### src/rtl/decode_capture_stage.sv
`default_nettype none
// ============================================================================
// decode_capture_stage
// Two-entry skid FIFO between decode and the issue info table, tracking
// per-wavefront "accepted, not yet issued" bits and their population count.
// Optional flush support: define DECODE_CAPTURE_FLUSH_EN.
// Revision: 1.0
// ============================================================================

`ifndef WF_ID_LENGTH
`define WF_ID_LENGTH 6
`endif
`ifndef ISSUE_INSTR_INFO_LENGTH
`define ISSUE_INSTR_INFO_LENGTH 16
`endif
`ifndef WF_PER_CU
`define WF_PER_CU 40
`endif

module decode_capture_stage (
  input  logic                                clk,
  input  logic                                rst,
  input  logic                                decode_valid,
  input  logic [`WF_ID_LENGTH-1:0]            decode_wfid,
  input  logic [`ISSUE_INSTR_INFO_LENGTH-1:0] decode_instr_info,
  output logic                                decode_ready,
  input  logic                                tbl_wr_stall,
  output logic                                f_decode_valid,
  output logic [`WF_ID_LENGTH-1:0]            f_decode_wfid,
  output logic [`ISSUE_INSTR_INFO_LENGTH-1:0] decode_wr_data,
  input  logic                                issue_valid,
  input  logic [`WF_ID_LENGTH-1:0]            issue_wfid,
`ifdef DECODE_CAPTURE_FLUSH_EN
  input  logic                                flush_valid,
  input  logic [`WF_ID_LENGTH-1:0]            flush_wfid,
`endif
  output logic [`WF_PER_CU-1:0]               wf_instr_pending,
  output logic [5:0]                          pending_count
);

  localparam logic [`WF_ID_LENGTH-1:0] c_wf_last = `WF_ID_LENGTH'(`WF_PER_CU - 1);

  logic [1:0]                          r_valid;
  logic [`WF_ID_LENGTH-1:0]            r_wfid [2];
  logic [`ISSUE_INSTR_INFO_LENGTH-1:0] r_info [2];
  logic [`WF_PER_CU-1:0]               r_pending;
  logic [5:0]                          r_count;

  logic                                w_flush_valid;
  logic [`WF_ID_LENGTH-1:0]            w_flush_wfid;

`ifdef DECODE_CAPTURE_FLUSH_EN
  assign w_flush_valid = flush_valid;
  assign w_flush_wfid  = flush_wfid;
`else
  assign w_flush_valid = 1'b0;
  assign w_flush_wfid  = '0;
`endif

  logic [1:0] w_occupancy;
  logic       w_decode_ok;
  logic       w_issue_ok;
  logic       w_flush_ok;
  logic       w_flush_head;
  logic       w_flush_tail;
  logic       w_flush_hits_decode;
  logic       w_push;
  logic       w_pop;
  logic       w_issue_eff;
  logic       w_flush_eff;

  assign w_occupancy  = {1'b0, r_valid[0]} + {1'b0, r_valid[1]};
  assign w_decode_ok  = (decode_wfid <= c_wf_last);
  assign w_issue_ok   = (issue_wfid <= c_wf_last);
  assign w_flush_ok   = (w_flush_wfid <= c_wf_last);
  assign w_flush_head = w_flush_valid && r_valid[0] && (r_wfid[0] == w_flush_wfid);
  assign w_flush_tail = w_flush_valid && r_valid[1] && (r_wfid[1] == w_flush_wfid);
  assign w_flush_hits_decode = w_flush_valid && (w_flush_wfid == decode_wfid);

  // Ready looks only at registered state so a same-cycle issue cannot open it.
  assign decode_ready = rst && w_decode_ok && (w_occupancy < 2'd2) &&
                        !r_pending[decode_wfid];

  assign w_push = decode_valid && decode_ready && !w_flush_hits_decode;

  assign f_decode_valid = rst && r_valid[0] && !tbl_wr_stall && !w_flush_head;
  assign f_decode_wfid  = rst ? r_wfid[0] : '0;
  assign decode_wr_data = rst ? r_info[0] : '0;
  assign w_pop          = f_decode_valid;

  assign w_issue_eff = issue_valid && w_issue_ok && r_pending[issue_wfid];
  assign w_flush_eff = w_flush_valid && w_flush_ok && r_pending[w_flush_wfid] &&
                       !(w_issue_eff && (issue_wfid == w_flush_wfid));

  logic [1:0]                          w_valid_next;
  logic [`WF_ID_LENGTH-1:0]            w_wfid_next [2];
  logic [`ISSUE_INSTR_INFO_LENGTH-1:0] w_info_next [2];
  logic [1:0]                          w_n;
  logic [`WF_PER_CU-1:0]               w_pending_next;
  logic [5:0]                          w_count_next;

  always_comb begin
    w_wfid_next[0] = r_wfid[0];
    w_wfid_next[1] = r_wfid[1];
    w_info_next[0] = r_info[0];
    w_info_next[1] = r_info[1];
    w_n            = 2'd0;

    // Compact surviving entries toward the head, then pop, then append.
    if (r_valid[0] && !w_flush_head) begin
      w_n = (r_valid[1] && !w_flush_tail) ? 2'd2 : 2'd1;
    end else if (r_valid[1] && !w_flush_tail) begin
      w_wfid_next[0] = r_wfid[1];
      w_info_next[0] = r_info[1];
      w_n            = 2'd1;
    end

    if (w_pop) begin
      w_wfid_next[0] = w_wfid_next[1];
      w_info_next[0] = w_info_next[1];
      w_n            = w_n - 2'd1;
    end

    if (w_push) begin
      if (w_n == 2'd0) begin
        w_wfid_next[0] = decode_wfid;
        w_info_next[0] = decode_instr_info;
      end else begin
        w_wfid_next[1] = decode_wfid;
        w_info_next[1] = decode_instr_info;
      end
      w_n = w_n + 2'd1;
    end

    case (w_n)
      2'd0:    w_valid_next = 2'b00;
      2'd1:    w_valid_next = 2'b01;
      default: w_valid_next = 2'b11;
    endcase
  end

  always_comb begin
    w_pending_next = r_pending;
    if (w_issue_eff) w_pending_next[issue_wfid] = 1'b0;
    if (w_flush_valid && w_flush_ok) w_pending_next[w_flush_wfid] = 1'b0;
    if (w_push) w_pending_next[decode_wfid] = 1'b1;
    w_count_next = r_count + 6'(w_push) - 6'(w_issue_eff) - 6'(w_flush_eff);
  end

  always_ff @(posedge clk) begin
    if (!rst) begin
      r_valid   <= 2'b00;
      r_wfid[0] <= '0;
      r_wfid[1] <= '0;
      r_info[0] <= '0;
      r_info[1] <= '0;
      r_pending <= '0;
      r_count   <= '0;
    end else begin
      r_valid   <= w_valid_next;
      r_wfid[0] <= w_wfid_next[0];
      r_wfid[1] <= w_wfid_next[1];
      r_info[0] <= w_info_next[0];
      r_info[1] <= w_info_next[1];
      r_pending <= w_pending_next;
      r_count   <= w_count_next;
    end
  end

  assign wf_instr_pending = r_pending;
  assign pending_count    = r_count;

endmodule

`default_nettype wire

### config.mk
export PLATFORM = sky130hd
export DESIGN_NAME = decode_capture_stage
export DESIGN_NICKNAME = d
export VERILOG_FILES = /design/src/rtl/decode_capture_stage.sv
export SDC_FILE = /design/constraint.sdc
export NUM_CORES = 1
export LEC_CHECK = 0
export ABC_AREA = 1
export CORE_ASPECT_RATIO = 0.6
export CORE_MARGIN = 5
export CORE_UTILIZATION = 42
export DETAILED_ROUTE_END_ITERATION = 8
export GPL_ROUTABILITY_DRIVEN = 0
export PLACE_DENSITY = 0.67
export SYNTH_ARGS = -nofsm -noshare
export SYNTH_HDL_FRONTEND = slang
export SYNTH_SLANG_ARGS = --single-unit
### constraint.sdc
create_clock -name clk -period 2.85 [get_ports clk]
set_input_delay 0.285 -clock clk [delete_from_list [all_inputs] [get_ports clk]]
set_output_delay 0.285 -clock clk [all_outputs]
set_load 0.02 [all_outputs]
==> out/results.tsv, run 1 <==
stage	metric	value	unit
sta	Tmin final	2.70	ns
clocking	CTS tree	done	
synth	Post-synth ARST share	0	%
synth	Seq/Total Area, Yosys	28.4	%
clocking	clock root cell	clkbuf_16	
floorplan	core area	15200	um^2
synth	count of unique library cells instantiated by Yosys	31	
power	clock share of power	33.7	%
global_routing	total gr overflow	0	
clocking	Clock Latency Late Sink	0.35	ns
critical_path	Req. time, crit path	3.08	ns
floorplan	die height	106	um
cells_and_area	Final nets	1318	
drt	Antenna Nets Post-Route	0	
synth	Main synth FF type	dfxtp_1	
sta	Fin. Hold Viols	0	
critical_path	CP Launch Type	register	
global_routing	vias in the first global route	6659	
power	LEAKAGE	4.02	nW
run	max cap viols	0	
synth	post-synth top area cell	dfxtp_1	
power	sw frac	33.6	%
power	part of the power in combinational logic	30.1	%
power	internal power	0.00262	W
run_status	status	finished, final reports clean	
critical_path	critical path fanouts, max	4	
clocking	H-tree Lvls	3	
global_routing	GRT Total Usage	24.1	%
critical_path	Largest stage delay, worst path	0.36	ns
clocking	clk slew on worst S/H paths	0.07	ns
cells_and_area	fill count	1527	
drt	drt pass-1 iters	7	
power	Pwr Density	461	nW/um^2
min_path	worst hold-check path type	input port to register	
critical_path	CP max-delay cell	dfxtp_1	
floorplan	Row Count	35	
drt	drt drc	0	
synth	Mapped Area	6490	um^2
drt	Avg Vias per Cell	5.08	
power	Flop pwr share	36.2	%
synth	flops & latches, synth	92	
floorplan	area of the die	18100	um^2
sta	slew margin rel.	42.5	%
cells_and_area	n_diodes	0	
floorplan	Initial Util	42.6	%
drt	DR WL/cell	15.2	um
synth	Post-Synthesis Cells	1148	
critical_path	Setup CP Type	register to register	
sta	fin crit share	94.9	%
critical_path	crit-path most repeated cell	inv_2	
placed_design	placed insts	1454	
cells_and_area	Non-Filler Instances	1480	
critical_path	critical path, cell by cell	inv_1 > nand2_1 > nand3_1 > nand2_1 > o21ai_2 > nand3_2 > o21bai_4 > inv_2 > ha_4 > inv_2 > ha_2 > inv_2 > fa_2 > nor3_2 > a211oi_2 > o21ai_1 > a21oi_1	
sta	Peak Freq	370	MHz
global_routing	initial antenna violation count	0	
global_routing	global-route wire length before repair	35100	um
power	P_sw	0.00132	W
critical_path	Crit. End Element	register	
clocking	CTS sink cnt	92	
sta	hold slack final	0.284	ns
drt	Post-Route WL	22400	um
power	IR Drop Worst-Case VDD	0.285	mV
synth	ranking of synthesized cells by area	dfxtp_1 (28%), nand2_1 (22%), nor2_1 (11%), inv_1 (9.8%), nand4_1 (4.4%)	
sta	Final setup viols	0	
floorplan	IO Pins	103	
clocking	CTS Buf Count	9	
synth	top-count cell post-synth	nand2_1	
cells_and_area	storage element area	1850	um^2
sta	Worst-Margin Slew	0.862	ns
cells_and_area	Multi-input gate area	3720	um^2
floorplan	Die X	171	um
drt	via count	7511	
synth	Post-synth EDFFs	0	
placed_design	Final HPWL DP	15600	um
synth	syn nets	1192	
critical_path	Crit path arrival time	2.93	ns
synth	Yosys warning total	0	
synth	Yosys top cell area share	28.4	%
synth	commonest cells in the netlist	nand2_1 (376), nor2_1 (193), inv_1 (169)	
drt	Initial DRC Count	1015	
sta	Clock Skews	0.0119	ns
global_routing	largest net degree at the start of global routing	66	
clocking	CTS max path bufs	2	
placed_design	Port Buf Inserts	102	
cells_and_area	layout cells sized above 1	10.8	%
cells_and_area	Area Overhead vs Synth	31.8	%
sta	Final Slew Violations	0	
synth	Synth Area per Inst	5.66	um^2
## registers in the layout (all words and copies together) (netlist names)
name	cells
wf_instr_pending	40
r_info	32
r_wfid	12
r_valid	2
pending_count	6
## layer usage
layer / share of wire, % / up-vias / global-route usage [%]
li1: - / 3791 / -
met1: 47 / 3293 / 37.4
met2: 39 / 396 / 32.6
met3: 13 / 31 / 6.76
met4: 1.2 / 0 / 5.01
met5: 0 / - / 0
## kinds of logic after synthesis
family                     after synthesis  share of synthesized area [%]
AOI/OAI and AO/OA                      121                           10.2
buffers and inverters                  240                           15.8
and+or+nand+nor                        683                           43.2
adders and majority gates               11                           2.35
DFF                                     92                           28.4
xor gates and xnor gates                 1                          0.135
## metrics by stage
step	cell area (um^2)	TNS (ns)	utilization [%]	worst slack (ns)	total power, W
floorplan	6500	0	-	0.0108	0.00221
global placement	7990	-2.00	52.4	-0.498	0.00258
detailed placement	7990	-1.85	52.4	-0.485	0.00259
CTS	8330	-0.00868	54.6	-0.00868	0.00391
global route	8560	-0.0208	56.1	-0.0208	0.00417
finish	8560	0	56.1	0.146	0.00394
## cell type report
cell class	instances	share of cell area [%]
clock inverter	4	0.863
multi-input combinational	816	43.4
timing repair buffer	184	20.7
sequential	92	21.6
inverter	171	7.68
tap	203	2.97
clock buffer	10	2.79
## power groups by stage
stage	logic [W]	registers (W)	clock network [W]
global route	0.00135	0.00144	0.00139
finish	0.00119	0.00143	0.00133
detailed placement	0.00113	0.00146	0
global placement	0.00113	0.00146	0
floorplan	0.000737	0.00147	0
CTS	0.00114	0.00143	0.00135
## what timing repair did
| action | CTS | global route |
|---|---|---|
| cloned | 0 | 0 |
| hold buffers | 0 | 0 |
| pin swaps | 1 | 11 |
| setup endpoints to repair | 3 | 5 |
| setup buffers | 0 | 12 |
| resized for setup | 9 | 39 |
## cells in the final DEF (no fill, tap or decap), types with 4 or more instances in the layout
cell,Yosys,final
dlymetal6s2s_1,0,6
nand4_1,46,46
a31oi_1,12,12
nand3_1,53,52
ha_1,9,7
buf_12,0,7
dfxtp_1,92,90
o211ai_1,4,4
nor3_2,0,4
buf_6,8,4
clkdlybuf4s50_1,0,94
o21ai_1,10,10
o21ai_2,5,7
inv_2,1,4
nand2_2,3,5
a21oi_1,57,56
buf_4,9,67
o21ai_0,30,28
inv_1,169,165
clkbuf_16,0,9
nand2_1,376,374
nor2_1,193,189
## worst paths after layout
| kind | start | slack [ns] | to | cells after the start |
|---|---|---|---|---|
| hold reg to reg | wf_instr_pending[4]$_SDFF_PN0_ | 0.49 | wf_instr_pending[4]$_SDFF_PN0_ | 2 |
| setup reg to reg | wf_instr_pending[26]$_SDFF_PN0_ | 0.15 | pending_count[4]$_SDFF_PN0_ | 17 |
| hold / removal | rst | 0.28 | r_wfid[0][8]$_SDFFE_PN0P_ | 3 |
| setup / recovery | wf_instr_pending[26]$_SDFF_PN0_ | 0.15 | pending_count[4]$_SDFF_PN0_ | 17 |
## critical path, delay by kind of cell (launching register included)
kind                     cells  cell delay (ns)
adder cells (fa/ha/maj)      3             0.77
flip-flops                   1             0.36
buffers and inverters        4             0.24
AND/OR/NAND/NOR              5             0.57
AO/OA/AOI/OAI                5             0.64
(Power assumes the default switching activity.)
==> run 2: changes to the inputs <==
DONT_BUFFER_PORTS = 1   (was default)
GPL_ROUTABILITY_DRIVEN = default   (was 0)
PLACE_DENSITY = default   (was 0.67)
==> out/results.tsv, run 2 (same netlist as run 1, synthesis figures left out) <==
stage	metric	value	unit	change
cells_and_area	post-layout util	48.7	%	was 56.1%
critical_path	worst reg2reg path startpoint	wf_instr_pending[18]$_SDFF_PN0_		was wf_instr_pending[26]$_SDFF_PN0_
power	LEAKAGE	3.58	nW	was 4.02 nW
drt	Antenna Nets Post-Route	0		unchanged
clocking	CTS sink cnt	92		unchanged
sta	Worst-Margin Slew	0.826	ns	was 0.862 ns
cells_and_area	fill count	1656		was 1527
sta	Final setup viols	0		unchanged
critical_path	Crit. End Element	register		unchanged
drt	via count	7016		was 7511
placed_design	Final Wtd Congestion	0.984		
critical_path	CP Launch Type	register		unchanged
placed_design	Final HPWL DP	15300	um	was 15600 um
cells_and_area	storage element area	1850	um^2	unchanged
critical_path	Largest stage delay, worst path	0.37	ns	was 0.36 ns
sta	fin crit share	95.4	%	was 94.9%
cells_and_area	commonest non-fill, non-tap cell in the layout	nand2_1		unchanged
global_routing	GRT Total Usage	23.8	%	was 24.1%
critical_path	Setup crit end	pending_count[4]$_SDFF_PN0_		unchanged
drt	Avg Vias per Cell	5.09		was 5.08
cells_and_area	Final nets	1215		was 1318
floorplan	area of the die	18100	um^2	unchanged
cells_and_area	max reg flops	40		unchanged
critical_path	critical path, cell by cell	or2_2 > nand3_2 > nand2_1 > o21ai_2 > nand3_2 > o21bai_4 > inv_2 > ha_4 > inv_1 > ha_2 > inv_2 > fa_2 > nor3_2 > a211oi_2 > o21ai_1 > a21oi_1		was inv_1 > nand2_1 > nand3_1 > nand2_1 > o21ai_2 > nand3_2 > o21bai_4 > inv_2 > ha_4 > inv_2 > ha_2 > inv_2 > fa_2 > nor3_2 > a211oi_2 > o21ai_1 > a21oi_1
sta	Peak Freq	368	MHz	was 370 MHz
run	max cap viols	0		unchanged
critical_path	reg2reg end	pending_count[4]$_SDFF_PN0_		unchanged
critical_path	Req. time, crit path	3.09	ns	was 3.08 ns
clocking	Clock Latency Late Sink	0.35	ns	about the same
min_path	hold path start	rst		unchanged
clocking	CTS max path bufs	2		unchanged
floorplan	Initial Util	42.6	%	unchanged
clocking	H-tree Lvls	3		unchanged
critical_path	critical path fanouts, max	3		was 4
cells_and_area	layout cells sized above 1	11.5	%	was 10.8%
cells_and_area	Post-Layout Inst Area	7420	um^2	was 8560 um^2
clocking	post-cts hold buffer count	0		unchanged
global_routing	largest net degree at the start of global routing	66		unchanged
critical_path	Worst setup startpoint	wf_instr_pending[18]$_SDFF_PN0_		was wf_instr_pending[26]$_SDFF_PN0_
critical_path	CP max-delay cell	fa_2		was dfxtp_1
clocking	CTS tree	done		unchanged
drt	drt drc	0		unchanged
sta	Final Slew Violations	0		unchanged
critical_path	Setup CP Type	register to register		unchanged
floorplan	die height	106	um	unchanged
cells_and_area	Multi-input gate area	3710	um^2	was 3720 um^2
clocking	clock root cell	clkbuf_16		unchanged
critical_path	FF-to-FF path depth	16		was 17
drt	drt pass-1 iters	5		was 7
power	IR Drop Worst-Case VDD	0.313	mV	was 0.285 mV
min_path	worst hold-check path type	input port to register		unchanged
drt	DR WL/cell	15.8	um	was 15.2 um
clocking	CTS Buf Count	9		unchanged
floorplan	IO Pins	103		unchanged
drt	Post-Route WL	21800	um	was 22400 um
cells_and_area	n_diodes	0		unchanged
clocking	clk slew on worst S/H paths	0.07	ns	about the same
sta	Clock Skews	0.0130	ns	was 0.0119 ns
sta	Tmin final	2.72	ns	was 2.70 ns
floorplan	Row Count	35		unchanged
floorplan	Die X	171	um	unchanged
cells_and_area	Area Overhead vs Synth	14.2	%	was 31.8%
sta	slew margin rel.	45.0	%	was 42.5%
global_routing	initial antenna violation count	0		unchanged
global_routing	vias in the first global route	6245		was 6659
sta	Setup TNS	0	ns	unchanged
sta	Fin. Hold Viols	0		unchanged
placed_design	Port Buf Inserts	0		was 102
cells_and_area	most frequent cells in the layout	nand2_1 (371), nor2_1 (193), inv_1 (166)		was nand2_1 (374), nor2_1 (189), inv_1 (165)
global_routing	total gr overflow	0		unchanged
run_status	status	finished, final reports clean		unchanged
power	Pwr Density	493	nW/um^2	was 461 nW/um^2
drt	Initial DRC Count	682		was 1015
power	Tot Pwr	0.00366	W	was 0.00394 W
floorplan	core area	15200	um^2	unchanged
placed_design	DP Area	6980	um^2	was 7990 um^2
critical_path	setup slack, reg-to-reg	0.13	ns	was 0.15 ns
global_routing	global-route wire length before repair	34500	um	was 35100 um
critical_path	Crit path arrival time	2.95	ns	was 2.93 ns
-- run 2: per-stage QoR --
| stage | setup WS, ns | hold slack (ns) | cells |
|---|---|---|---|
| after global placement | -0.00595 | 0.388 | 1360 |
| after CTS | 0.0455 | 0.0272 | 1376 |
| after global routing | -0.0265 | 0.0425 | 1379 |
| final | 0.132 | 0.0563 | 1379 |
| after floorplan | 0.0108 | 0.420 | 1148 |
| after detailed placement | -0.0533 | 0.391 | 1360 |
-- run 2: timing repair --
action,4_1_cts,5_1_grt
setup endpoints to repair,1,3
pin swaps,0,10
setup buffers,0,3
gates cloned,0,0
resized for setup,1,30
-- run 2: layout make-up --
class                      count  area share (%)
multi-input combinational    816            50.0
sequential                    92            24.9
timing repair buffer          81            8.77
inverter                     171            8.72
tap                          203            3.42
clock buffer                  10            3.22
clock inverter                 6           0.928
-- run 2: critical path, delay by kind of cell (launching register included) --
family | cells | cell delay (ns)
compound gates | 5 | 0.59
flops | 1 | 0.33
simple gates | 5 | 0.74
buf+inv | 3 | 0.16
fa+ha+maj | 3 | 0.78
-- run 2: worst min path at each step --
stage,cells after the start,to
6_report,2,r_info[0][21]$_SDFFE_PN0P_
5_1_grt,2,r_info[0][19]$_SDFFE_PN0P_
4_1_cts,2,pending_count[0]$_SDFF_PN0_
3_5_place_dp,2,pending_count[0]$_SDFF_PN0_
3_3_place_gp,2,pending_count[0]$_SDFF_PN0_
2_1_floorplan,2,r_info[0][16]$_SDFFE_PN0P_
-- run 2: per-layer routing --
| metal | vias to the layer above | routed length (um) | track usage [%] |
|---|---|---|---|
| li1 | 3587 | - | - |
| met1 | 3102 | 10500 | 36.8 |
| met2 | 311 | 8570 | 32.9 |
| met3 | 16 | 2450 | 6.43 |
| met4 | 0 | 242 | 4.27 |
| met5 | - | 0 | 0 |
-- run 2: where the power goes --
part	switching, W	total, W	internal [W]
Clock	0.000571	0.00129	0.000714
Sequential	0.0000808	0.00146	0.00138
Combinational	0.000621	0.000918	0.000297
Total	0.00127	0.00366	0.00239
==> run 3: changes to the inputs <==
ABC_AREA = default   (was 1)
==> out/results.tsv, run 3 <==
stage	metric	value	unit	change
sta	Clock Skews	0.00827	ns	was 0.0130 ns
floorplan	Die X	158	um	was 171 um
floorplan	die height	98.5	um	was 106 um
clocking	H-tree Lvls	3		unchanged
drt	via count	4882		was 7016
drt	drt drc	0		unchanged
cells_and_area	layout cells sized above 1	26.2	%	was 11.5%
global_routing	GRT Total Usage	22.5	%	was 23.8%
sta	Setup TNS	-0.0679	ns	was 0 ns
floorplan	Initial Util	42.8	%	was 42.6%
drt	DR WL/cell	21.1	um	was 15.8 um
placed_design	Final HPWL DP	12900	um	was 15300 um
global_routing	total gr overflow	0		unchanged
clocking	post-cts hold buffer count	0		unchanged
floorplan	area of the die	15500	um^2	was 18100 um^2
global_routing	largest net degree at the start of global routing	140		was 66
sta	Peak Freq	343	MHz	was 368 MHz
critical_path	CP max-delay cell	mux4_2		was fa_2
synth	flops & latches, synth	92		unchanged
clocking	CTS tree	done		unchanged
floorplan	core area	12800	um^2	was 15200 um^2
global_routing	vias in the first global route	4686		was 6245
placed_design	placed insts	819		was 1360
drt	Initial DRC Count	490		was 682
cells_and_area	Area Overhead vs Synth	17.0	%	was 14.2%
floorplan	IO Pins	103		unchanged
power	IR Drop Worst-Case VDD	0.257	mV	was 0.313 mV
synth	Mapped Area	5480	um^2	was 6490 um^2
clocking	CTS sink cnt	92		unchanged
cells_and_area	Non-Filler Instances	835		was 1379
sta	Final WS setup	-0.0679	ns	was 0.132 ns
critical_path	Req. time, crit path	3.08	ns	was 3.09 ns
clocking	Clock Latency Late Sink	0.34	ns	was 0.35 ns
synth	Main synth FF type	dfxtp_1		unchanged
clocking	CTS max path bufs	2		unchanged
sta	fin crit share	102	%	was 95.4%
cells_and_area	n_diodes	0		unchanged
critical_path	Largest stage delay, worst path	0.47	ns	was 0.37 ns
run	max cap viols	0		unchanged
synth	Seq/Total Area, Yosys	33.6	%	was 28.4%
synth	syn nets	674		was 1192
drt	drt pass-1 iters	5		unchanged
synth	top-count cell post-synth	nand2_1		unchanged
synth	Yosys top cell area share	33.6	%	was 28.4%
cells_and_area	commonest non-fill, non-tap cell in the layout	nand2_1		unchanged
cells_and_area	max reg flops	40		unchanged
synth	Yosys warning total	0		unchanged
sta	Fin. Hold Viols	0		unchanged
critical_path	Crit path arrival time	3.15	ns	was 2.95 ns
critical_path	Setup CP Type	register to register		unchanged
global_routing	initial antenna violation count	0		unchanged
cells_and_area	Final nets	704		was 1215
floorplan	Row Count	32		was 35
placed_design	Port Buf Inserts	0		unchanged
synth	count of unique library cells instantiated by Yosys	59		was 31
critical_path	critical path, cell by cell	mux2i_1 > mux4_2 > a211oi_2 > a31oi_1 > o21a_1 > o211ai_1 > ha_4 > inv_2 > ha_4 > inv_2 > fa_2 > inv_2 > a21o_1 > a21oi_2 > xnor2_1 > and2_1		was or2_2 > nand3_2 > nand2_1 > o21ai_2 > nand3_2 > o21bai_4 > inv_2 > ha_4 > inv_1 > ha_2 > inv_2 > fa_2 > nor3_2 > a211oi_2 > o21ai_1 > a21oi_1
synth	Post-Synthesis Cells	630		was 1148
critical_path	Crit. End Element	register		unchanged
cells_and_area	most frequent cells in the layout	nand2_1 (118), dfxtp_1 (87), buf_4 (67)		was nand2_1 (371), nor2_1 (193), inv_1 (166)
power	Pwr Density	498	nW/um^2	was 493 nW/um^2
synth	ranking of synthesized cells by area	dfxtp_1 (34%), mux2i_1 (11%), nand2_1 (8.1%), mux2_2 (5.5%), and2_1 (3.5%)		was dfxtp_1 (28%), nand2_1 (22%), nor2_1 (11%), inv_1 (9.8%), nand4_1 (4.4%)
critical_path	crit-path most repeated cell	inv_2		
sta	Final setup viols	1		was 0
sta	RSZ-0062 raised after global routing	yes		
sta	slew margin rel.	21.6	%	was 45.0%
drt	Post-Route WL	17600	um	was 21800 um
sta	Tmin final	2.92	ns	was 2.72 ns
run_status	failing checks	negative setup slack		
critical_path	critical path fanouts, max	2		was 3
power	LEAKAGE	2.63	nW	was 3.58 nW
placed_design	Final Wtd Congestion	0.951		was 0.984
synth	Synth Area per Inst	8.70	um^2	was 5.66 um^2
synth	commonest cells in the netlist	nand2_1 (118), dfxtp_1 (92), mux2i_1 (59)		was nand2_1 (376), nor2_1 (193), inv_1 (169)
run_status	status	finished, violations left		was finished, final reports clean
clocking	CTS Buf Count	9		unchanged
global_routing	global-route wire length before repair	27600	um	was 34500 um
clocking	clk slew on worst S/H paths	0.06	ns	was 0.07 ns
sta	Final Slew Violations	0		unchanged
cells_and_area	post-layout util	50.1	%	was 48.7%
sta	Worst-Margin Slew	1.17	ns	was 0.826 ns
critical_path	CP Launch Type	register		unchanged
drt	Antenna Nets Post-Route	0		unchanged
synth	post-synth top area cell	dfxtp_1		unchanged
drt	Avg Vias per Cell	5.85		was 5.09
clocking	clock root cell	clkbuf_16		unchanged
synth	Post-synth ARST share	0	%	unchanged
synth	Post-synth EDFFs	0		unchanged
min_path	worst hold-check path type	input port to register		unchanged
-- run 3: cell count changes in the layout (fill, tap and decap cells not counted), moves of 31 or more --
cell / delta
nand2_1: -253
nor2_1: -173
a21oi_1: -31
nand3_1: -42
inv_1: -151
nand4_1: -43
and2_1: +31
mux2i_1: +59
-- run 3: stage by stage --
step	power (W)	worst slack [ns]	hold WS [ns]	cell area [um^2]
3_3_place_gp	0.00194	-0.0413	0.419	6060
5_1_grt	0.00334	-0.228	0.0631	6420
2_1_floorplan	0.00191	-0.133	0.431	5590
3_5_place_dp	0.00197	-0.111	0.426	6060
4_1_cts	0.00323	-0.0771	0.0698	6400
6_report	0.00319	-0.0679	0.0730	6420
-- run 3: metal layers --
layer / global-route usage [%] / wire [um] / part of all wire, %
met4: 3.97 / 116 / 0.66
met1: 33.2 / 8030 / 46
met3: 11.4 / 2560 / 15
met2: 29.2 / 6870 / 39
met5: 1.90 / 34 / 0.19
-- run 3: worst max-delay path: cells and delay by family (launching register included) --
family	cells	cell delay, ns
AOI/OAI and AO/OA	6	0.80
adders and majority gates	3	0.74
muxes	2	0.54
DFF	1	0.33
buffers and inverters	3	0.15
and+or+nand+nor	1	0.14
xor gates and xnor gates	1	0.11
-- run 3: repair_timing --
item,4_1_cts,5_1_grt
buffers inserted,1,0
pin swaps,3,5
gates resized for setup,7,7
setup endpoints to repair,3,5
hold endpoints to repair,0,0
-- run 3: cell families after synthesis --
| logic type | share of synthesized area (%) |
|---|---|
| AO/OA/AOI/OAI | 17.8 |
| XOR/XNOR | 0.799 |
| adder cells (fa/ha/maj) | 2.78 |
| buffers and inverters | 6.07 |
| flip-flops | 33.6 |
| multiplexers | 18.0 |
| AND/OR/NAND/NOR | 21.0 |
-- run 3: layout make-up --
| cell class | count | area, um^2 |
|---|---|---|
| fillers | 1226 | 6390 |
| multi-input cells | 467 | 3420 |
| flip-flops and latches | 92 | 1850 |
| repair buffers | 69 | 543 |
| clock buffers | 11 | 253 |
| well taps | 170 | 213 |
| inverters | 21 | 83.8 |
| clock inverters | 5 | 57.6 |
-- run 3: worst paths after layout --
path | startpoint | end | slack (ns) | cells after the start
max reg2reg | wf_instr_pending[30]$_SDFF_PN0_ | pending_count[4]$_SDFF_PN0_ | -0.07 | 16
max | wf_instr_pending[30]$_SDFF_PN0_ | pending_count[4]$_SDFF_PN0_ | -0.07 | 16
min reg2reg | r_info[0][27]$_SDFFE_PN0P_ | r_info[0][27]$_SDFFE_PN0P_ | 0.46 | 2
min | rst | pending_count[4]$_SDFF_PN0_ | 0.07 | 1
-- run 3: power by group --
group | total (W) | internal [W] | switching (W)
Sequential | 0.00141 | 0.00135 | 0.0000645
Combinational | 0.000534 | 0.000255 | 0.000279
Clock | 0.00125 | 0.000730 | 0.000520
